File: config.mk
export PLATFORM = sky130hd
export DESIGN_NAME = xor_rate_stage
export DESIGN_NICKNAME = d
export VERILOG_FILES = /design/src/rtl/xor_rate_stage.sv
export SDC_FILE = /design/constraint.sdc
export NUM_CORES = 1
export LEC_CHECK = 0
export BUFFER_PORTS_ARGS = -buffer_cell sky130_fd_sc_hd__clkbuf_2
export CORE_AREA = 5 5 404 406
export CTS_BUF_LIST = sky130_fd_sc_hd__clkbuf_8
export CTS_CLUSTER_DIAMETER = 50
export CTS_CLUSTER_SIZE = 10
export DETAILED_ROUTE_END_ITERATION = 8
export DIE_AREA = 0 0 409 411
export GPL_TIMING_DRIVEN = 0
export SYNTH_ARGS = -nofsm -noshare
export SYNTH_HDL_FRONTEND = slang
export SYNTH_SLANG_ARGS = --single-unit
File: constraint.sdc
create_clock -name clock_i -period 2.3 [get_ports clock_i]
set_clock_uncertainty 0.05 [all_clocks]
set_input_delay 0.115 -clock clock_i [delete_from_list [all_inputs] [get_ports clock_i]]
set_output_delay 0.115 -clock clock_i [all_outputs]
set_load 0.01 [all_outputs]
File: src/rtl/xor_rate_stage.sv
// Registered rate-injection stage ahead of the Ascon permutation: absorbs AD/PT/CT with 10* padding,
// injects the key, and emits masked output bytes. Optional domain separation via XOR_RATE_DOMSEP_EN.
module xor_rate_stage #(
    parameter int unsigned RATE_W = 128,
    parameter int unsigned KEY_W  = 128,
    localparam int unsigned LEN_W = $clog2(RATE_W/8 + 1)
) (
    input  logic                  clock_i,
    input  logic                  resetb_i,
    input  logic                  flush_i,
    input  logic                  in_valid_i,
    output logic                  in_ready_o,
    input  logic [2:0]            mode_i,
    input  logic [LEN_W-1:0]      len_i,
    input  logic [4:0][63:0]      state_i,
    input  logic [KEY_W-1:0]      key_i,
    input  logic [RATE_W-1:0]     data_i,
`ifdef XOR_RATE_DOMSEP_EN
    input  logic                  dsep_i,
`endif
    output logic                  out_valid_o,
    input  logic                  out_ready_i,
    output logic [4:0][63:0]      state_o,
    output logic [RATE_W-1:0]     data_o,
    output logic [LEN_W-1:0]      data_len_o
);

    localparam int unsigned NB = RATE_W / 8;
    localparam int unsigned NW = RATE_W / 64;

    typedef enum logic [2:0] {
        M_PASS      = 3'b000,
        M_AD        = 3'b001,
        M_ENC       = 3'b010,
        M_DEC       = 3'b011,
        M_FINAL_ENC = 3'b100,
        M_FINAL_DEC = 3'b101,
        M_KEY_TAIL  = 3'b110,
        M_RSVD      = 3'b111
    } mode_t;

    mode_t             mode;
    logic [LEN_W-1:0]  len_c;
    logic [RATE_W-1:0] rate;
    logic [RATE_W-1:0] rate_nxt;
    logic [RATE_W-1:0] mask;
    logic [RATE_W-1:0] pad;
    logic [RATE_W-1:0] data_nxt;
    logic [4:0][63:0]  state_nxt;
    logic              accept;

    assign in_ready_o = !out_valid_o || out_ready_i;
    assign accept     = in_valid_i && in_ready_o;

    always_comb begin
        mode     = mode_t'(mode_i);
        len_c    = (len_i > LEN_W'(NB)) ? LEN_W'(NB) : len_i;
        rate     = '0;
        mask     = '0;
        pad      = '0;
        for (int unsigned j = 0; j < NW; j++) begin
            rate[64*j +: 64] = state_i[j];
        end
        // Byte 0 is the MSB of word 0; pad lands on byte L only when L < NB.
        for (int unsigned k = 0; k < NB; k++) begin
            if (LEN_W'(k) < len_c)
                mask[64*(k/8) + 56 - 8*(k%8) +: 8] = '1;
            if (LEN_W'(k) == len_c)
                pad[64*(k/8) + 56 - 8*(k%8) +: 8] = 8'h80;
        end

        rate_nxt = rate;
        data_nxt = '0;
        case (mode)
            M_AD: begin
                rate_nxt = rate ^ (data_i & mask) ^ pad;
            end
            M_ENC, M_FINAL_ENC: begin
                rate_nxt = rate ^ (data_i & mask) ^ pad;
                data_nxt = rate_nxt & mask;
            end
            M_DEC, M_FINAL_DEC: begin
                data_nxt = (rate ^ data_i) & mask;
                rate_nxt = ((data_i & mask) | (rate & ~mask)) ^ pad;
            end
            default: ;
        endcase

        state_nxt = state_i;
        for (int unsigned j = 0; j < NW; j++) begin
            state_nxt[j] = rate_nxt[64*j +: 64];
        end
        if (mode == M_FINAL_ENC || mode == M_FINAL_DEC) begin
            state_nxt[NW]   = state_nxt[NW]   ^ key_i[63:0];
            state_nxt[NW+1] = state_nxt[NW+1] ^ key_i[127:64];
        end
        if (mode == M_KEY_TAIL) begin
            state_nxt[3] = state_nxt[3] ^ key_i[63:0];
            state_nxt[4] = state_nxt[4] ^ key_i[127:64];
        end
`ifdef XOR_RATE_DOMSEP_EN
        state_nxt[4][0] = state_nxt[4][0] ^ dsep_i;
`endif
    end

    always_ff @(posedge clock_i or negedge resetb_i) begin
        if (!resetb_i) begin
            out_valid_o <= 1'b0;
            state_o     <= '0;
            data_o      <= '0;
            data_len_o  <= '0;
        end else if (flush_i) begin
            out_valid_o <= 1'b0;
        end else if (accept) begin
            out_valid_o <= 1'b1;
            state_o     <= state_nxt;
            data_o      <= data_nxt;
            data_len_o  <= len_c;
        end else if (out_ready_i) begin
            out_valid_o <= 1'b0;
        end
    end

endmodule

=== Yosys cells after proc, flatten, opt, wreduce, memory -nomap -nowiden ===
Index checks and enable logic that the tools add are counted.

* $add $sub $neg: 0
* Multiply operators: 0
* Div/mod/pow operators: 0
* Order comparisons: 17
* Equal/unequal tests: 21
* Shifts and indexed selects: 0
* Mux-type cells: 40
* Bitwise operators: 15
* Reductions and logical operators: 10

{| class="wikitable"
|+ Operators by type and width
! kind !! count
|-
| $and A128 B128 Y128 || 4
|-
| $pmux W128 S2 || 2
|-
| $xor A128 B128 Y128 || 4
|-
| $mux W128 || 2
|-
| $mux W8 || 32
|-
| $xor A64 B64 Y64 || 4
|-
| $not A128 Y128 || 1
|-
| $or A128 B128 Y128 || 1
|-
| $eq A4 B5 Y1 const A || 8
|-
| $lt A4 B5 Y1 const A || 8
|-
| $eq A3 B5 Y1 const A || 4
|-
| $lt A3 B5 Y1 const A || 4
|-
| $eq A2 B5 Y1 const A || 2
|-
| $lt A1 B5 Y1 const A || 2
|-
| $lt A2 B5 Y1 const A || 2
|-
| $eq A3 B3 Y1 const B || 3
|-
| $eq A3 B2 Y1 const B || 2
|-
| $eq A1 B5 Y1 const A || 1
|-
| $gt A5 B5 Y1 const B || 1
|-
| $logic_not A5 Y1 || 1
|-
| $mux W5 || 1
|-
| $reduce_or A2 Y1 || 2
|-
| $eq A3 B1 Y1 const B || 1
|-
| $mux W1 || 3
|-
| 7 further kinds || 8
|}

* Flip-flop bits (word level): 454
* Bits in latches: 0
* Memory bits (writable): 0
* ROM bits: 0
* Input port bits: 589
* Output and inout bits: 455
* Logic and storage cells: 111
* Memories kept: 0

=== Longest topological paths before layout ===
* Depth in word-level cells: 9
* Depth in mapped cells: 9
* Gate-level depth less buffers: 6

=== Worst setup path after synthesis ===
OpenSTA, ideal clock, no wires.

* Kind: reg-to-reg
* Start point: register out_valid_o
* End point: register state_o[119] (netlist name)
* Library setup time: 0.142 ns
* Data arrival time: 1.643 ns
* Data required time: 2.108 ns
* Setup slack: 0.465 ns
* Stages on the path, launching flop included: 8
* Buffers on the path: 3
* Period minus slack after synthesis: 1.835 ns
* Cell sequence: dfrtp_1 nor2b_1 inv_1 nand3b_1 buf_2 buf_2 clkbuf_1 o221ai_1

* Longest elaborated chain between the ends: 4

{| class="wikitable"
|+ Ends and longest elaborated chain
! element !! RTL line !! text
|-
| start, declared || 21 || <nowiki>output logic out_valid_o,</nowiki>
|-
| start signal, assigned || 108 || <nowiki>out_valid_o <= 1'b0;</nowiki>
|-
| start signal, assigned || 113 || <nowiki>out_valid_o <= 1'b0;</nowiki>
|-
| start signal, assigned || 115 || <nowiki>out_valid_o <= 1'b1;</nowiki>
|-
| $logic_not A1 Y1 || 52 || <nowiki>assign in_ready_o = !out_valid_o || out_ready_i;</nowiki>
|-
| $logic_or A1 B1 Y1 || 52 ||
|-
| net in_ready_o || 12 || <nowiki>output logic in_ready_o,</nowiki>
|-
| $logic_and A1 B1 Y1 || 53 || <nowiki>assign accept = in_valid_i && in_ready_o;</nowiki>
|-
| $reduce_and A2 Y1 (no source line) || - ||
|-
| end signal, assigned || 116 || <nowiki>state_o <= state_nxt;</nowiki>
|-
| end, declared || 23 || <nowiki>output logic [4:0][63:0] state_o,</nowiki>
|}

The timed path passes the listed nets, and every way through them passes these cells.
A chain may end at the register's enable or synchronous reset.

=== Final worst setup path ===
* Start point: input port mode_i[1]
* End point: register state_o[191] (netlist name)

* Longest elaborated chain between the ends: 3
* Elaborated cells between the ends (all ways): 4
* Those cells by class: 2 x eq/ne; 1 x mux; 1 x reduce/logical

{| class="wikitable"
|+ Ends and longest elaborated chain
! element !! RTL line !! text
|-
| start, declared || 13 || <nowiki>input logic [2:0] mode_i,</nowiki>
|-
| $eq A3 B3 Y1 || 93 || <nowiki>if (mode == M_FINAL_ENC || mode == M_FINAL_DEC) begin</nowiki>
|-
| $logic_or A1 B1 Y1 * || 93 ||
|-
| $mux W128 * || 93 ||
|}

Mark *: on every way between the ends. The rest lies on a longest branch, timed or not.

==> flow_metrics.tcl <==
set metrics [dict create \
    outcome "finished, final reports clean" \
    drtIter0Drc 2545 \
    setup_violations 0 \
    total_power_w 0.0293 \
    clk_latency_ps 800 \
    yosys_warnings 0 \
    syn-num-nets 3594 \
    grt_overflow 0 \
    synth.avg_cell_area_um2 8.75 \
    critPathLaunch "mode_i[1]" \
    setup.worst_path.end_class "register" \
    worst-r2r-cell-count 9 \
    synthAdderAreaFrac_pct 0.0476 \
    antenna_found_initial 58 \
    peakVddDrop_uv 428 \
    critPathRequiredTime_ps 2910 \
    numClockSinks 454 \
    cts_tree "done" \
    grt_pass1_wl_um 263000 \
    worstPathCellList "clkbuf_2 -> buf_4 -> inv_1 -> ha_1 -> clkbuf_4 -> clkbuf_1 -> nand2_1 -> xor2_1 -> o21ai_0" \
    utilization_pct 28.6 \
    yosys.area.top_type_share_pct 43.2 \
    viasPerCell 4.53 \
    vias 32716 \
    dieArea_um2 168000 \
    fp.dieH_um 411 \
    hp-class "input pin to register" \
    layout_setup_ws_ps 12.1 \
    htree_levels 3 \
    fmax_ghz 0.437 \
    yosys.area_share.xor_xnor_pct 13.4 \
    cts_buffers 88 \
    final_hold_viol_count 0 \
    finalCriticalPeriod_ps 2290 \
    firstDrtPassIters 5 \
    yosys.area.top_type "dfrtp_1" \
    synth_compound_area_share_pct 20.6 \
    drive_gt1_share_pct 28.2 \
    std_cell_rows 147 \
    report.final.slew_viol_count 0 \
    yosys.area_share.simple_pct 14.6 \
    cts_root_buf "clkbuf_8" \
    start_util_pct 16.5 \
    core_um2 159000 \
    ctsLongestPathBuffers 3 \
    critPathCapture "state_o[191]" \
    path_max_fanout 10 \
    pre_cts_ws_ps -1540 \
    grt_usage_pct 22.2 \
    synth_top_family_by_area "compound AO/OA/AOI/OAI gates" \
    critPathKind "input pin to register" \
    worst_pin_slew_ps 1310 \
    ys_seq_elements 454 \
    synth_cell_types 79 \
    pin_count 1044 \
    drc 0 \
    start_kind "input pin" \
    max-cap-violations 0 \
    power_per_cell_area_nw_per_um2 641 \
    async_flop_share_pct 100 \
    grt_pass1_vias 33759 \
    wire_per_inst_um 27.0 \
    fp.dieW_um 409 \
    ys_seq_area_share_pct 43.2 \
    post-route-period-util_pct 99.5 \
    place.port_buffers 1040 \
    hold_depth 5 \
    cpPeakStageDelay_ps 640 \
    path_clk_slew_ps 70 \
    rsz0062_at_grt "true" \
    grt_max_degree 99 \
    worstHoldStart "key_i[68]" \
    routed_wl_um 195000 \
    ys.flop_type "dfrtp_1" \
    hpwl_um 153000 \
    gp_congestion 1.00 \
    worstReg2RegEnd "state_o[69]" \
    nets 5619 \
    nFillCells 16805 \
    r2r_setup_slack_ps 110 \
    p_leak_nw 21.0 \
    synth_area_leaders "dfrtp_1, nand2_1, xor2_1, o21ai_0, xnor2_1" \
    muxShareOfSynthArea_pct 4.49 \
    crit_arrival_ps 2900 \
    critPathSlowestCell "xor2_1" \
    relSlewSlack_pct 12.1 \
    synth_cells 3004 \
    syn-cell-area_um2 26300 \
    synth_edf_count 0 \
    ant_nets 0 \
    syn_to_final_growth_pct 73.6 \
    r2r_start "out_valid_o" \
]
-- per-layer routing --
layer	track usage [%]	wire, µm	vias up	part of all wire (%)
met5	0	199	-	0.10
met4	10.8	11600	30	6.0
met3	6.27	15700	493	8.1
met2	38.0	92400	1809	47
met1	25.4	74800	15959	38
li1	-	-	14425	-
-- through the flow --
step	instances	setup TNS (ps)	area, µm²	hold WS [ps]
floorplan	3004	0	26300	-231
global placement	6130	-5351610	34100	254
detailed placement	6135	-416160	34200	-110
CTS	7182	0	45400	3.71
global route	7201	-38.0	45600	61.4
finish	7217	0	45600	59.3
-- power by group --
part	switching, W	internal, W
Sequential	0.000835	0.00927
Combinational	0.00556	0.00390
Clock	0.00464	0.00506
-- critical path: cells and delay by family --
kind,cells,cell delay (ps)
buffers and inverters,5,1420
xor gates and xnor gates,1,640
adders and majority gates,1,370
AOI/OAI and AO/OA,1,190
and+or+nand+nor,1,140
-- cell usage in the layout (no fill, tap or decap), drive strengths merged, types with 36 or more instances in the layout --
cell / netlist / final
clkbuf: 90 / 1227
dlygate4sd3: 0 / 879
nand2: 727 / 727
dfrtp: 454 / 454
o21ai: 318 / 318
xor2: 274 / 274
a21oi: 208 / 208
nor2: 146 / 146
buf: 114 / 129
xnor2: 121 / 121
mux2i: 91 / 91
a22o: 80 / 80
o31ai: 59 / 59
o21bai: 57 / 57
o22ai: 36 / 36
-- worst min-delay path by stage --
stage / endpoint
3_3_place_gp: out_valid_o
4_1_cts: state_o[50]
5_1_grt: state_o[121]
6_report: state_o[196]
2_1_floorplan: data_len_o[0]
3_5_place_dp: data_o[107]
-- synthesized netlist by cell type, drive strengths merged, types with 5 or more instances --
cell and instances:
a211oi 25, a21o 27, a21oi 208, a22o 80, a31oi 16, a32o 5
and3 7, buf 114, clkbuf 90, dfrtp 454, inv 5, mux2 24
mux2i 91, nand2 727, nand2b 13, nor2 146, nor2b 5, nor3 19
o21ai 318, o21bai 57, o22ai 36, o31ai 59, or2 5, or3 5
xnor2 121, xor2 274
-- area by class of cell --
cell class	count	area (µm²)	share of cell area [%]
repair buffers	1936	14300	31.4
multi-input cells	2341	14100	30.8
plain buffers	203	1190	2.61
flip-flops and latches	454	11400	24.9
clock buffers	96	1320	2.90
diodes	34	85.1	0.186
well taps	2086	2610	5.72
inverters	5	18.8	0.0411
clock inverters	62	668	1.46
-- registers in the layout, summed over array words and instances (netlist names) --
register	count
state_o	320
data_o	128
data_len_o	5
out_valid_o	1
-- cells by family (layout without fill, tap and decap cells) --
group / after synthesis / count (layout)
adder cells (fa/ha/maj): 1 / 1
AO/OA/AOI/OAI: 876 / 876
other: 0 / 34
multiplexers: 115 / 115
buffers and inverters: 209 / 2302
flip-flops: 454 / 454
AND/OR/NAND/NOR: 953 / 953
XOR/XNOR: 396 / 396
-- what timing repair did --
action	in CTS	in global routing
setup buffers	11	1
hold buffers	879	0
endpoints found under the hold margin	907	0
setup endpoints to repair	453	399
pin swaps	5	1
gates resized for setup	121	49
No activity file was read; power rests on OpenSTA's default activity.
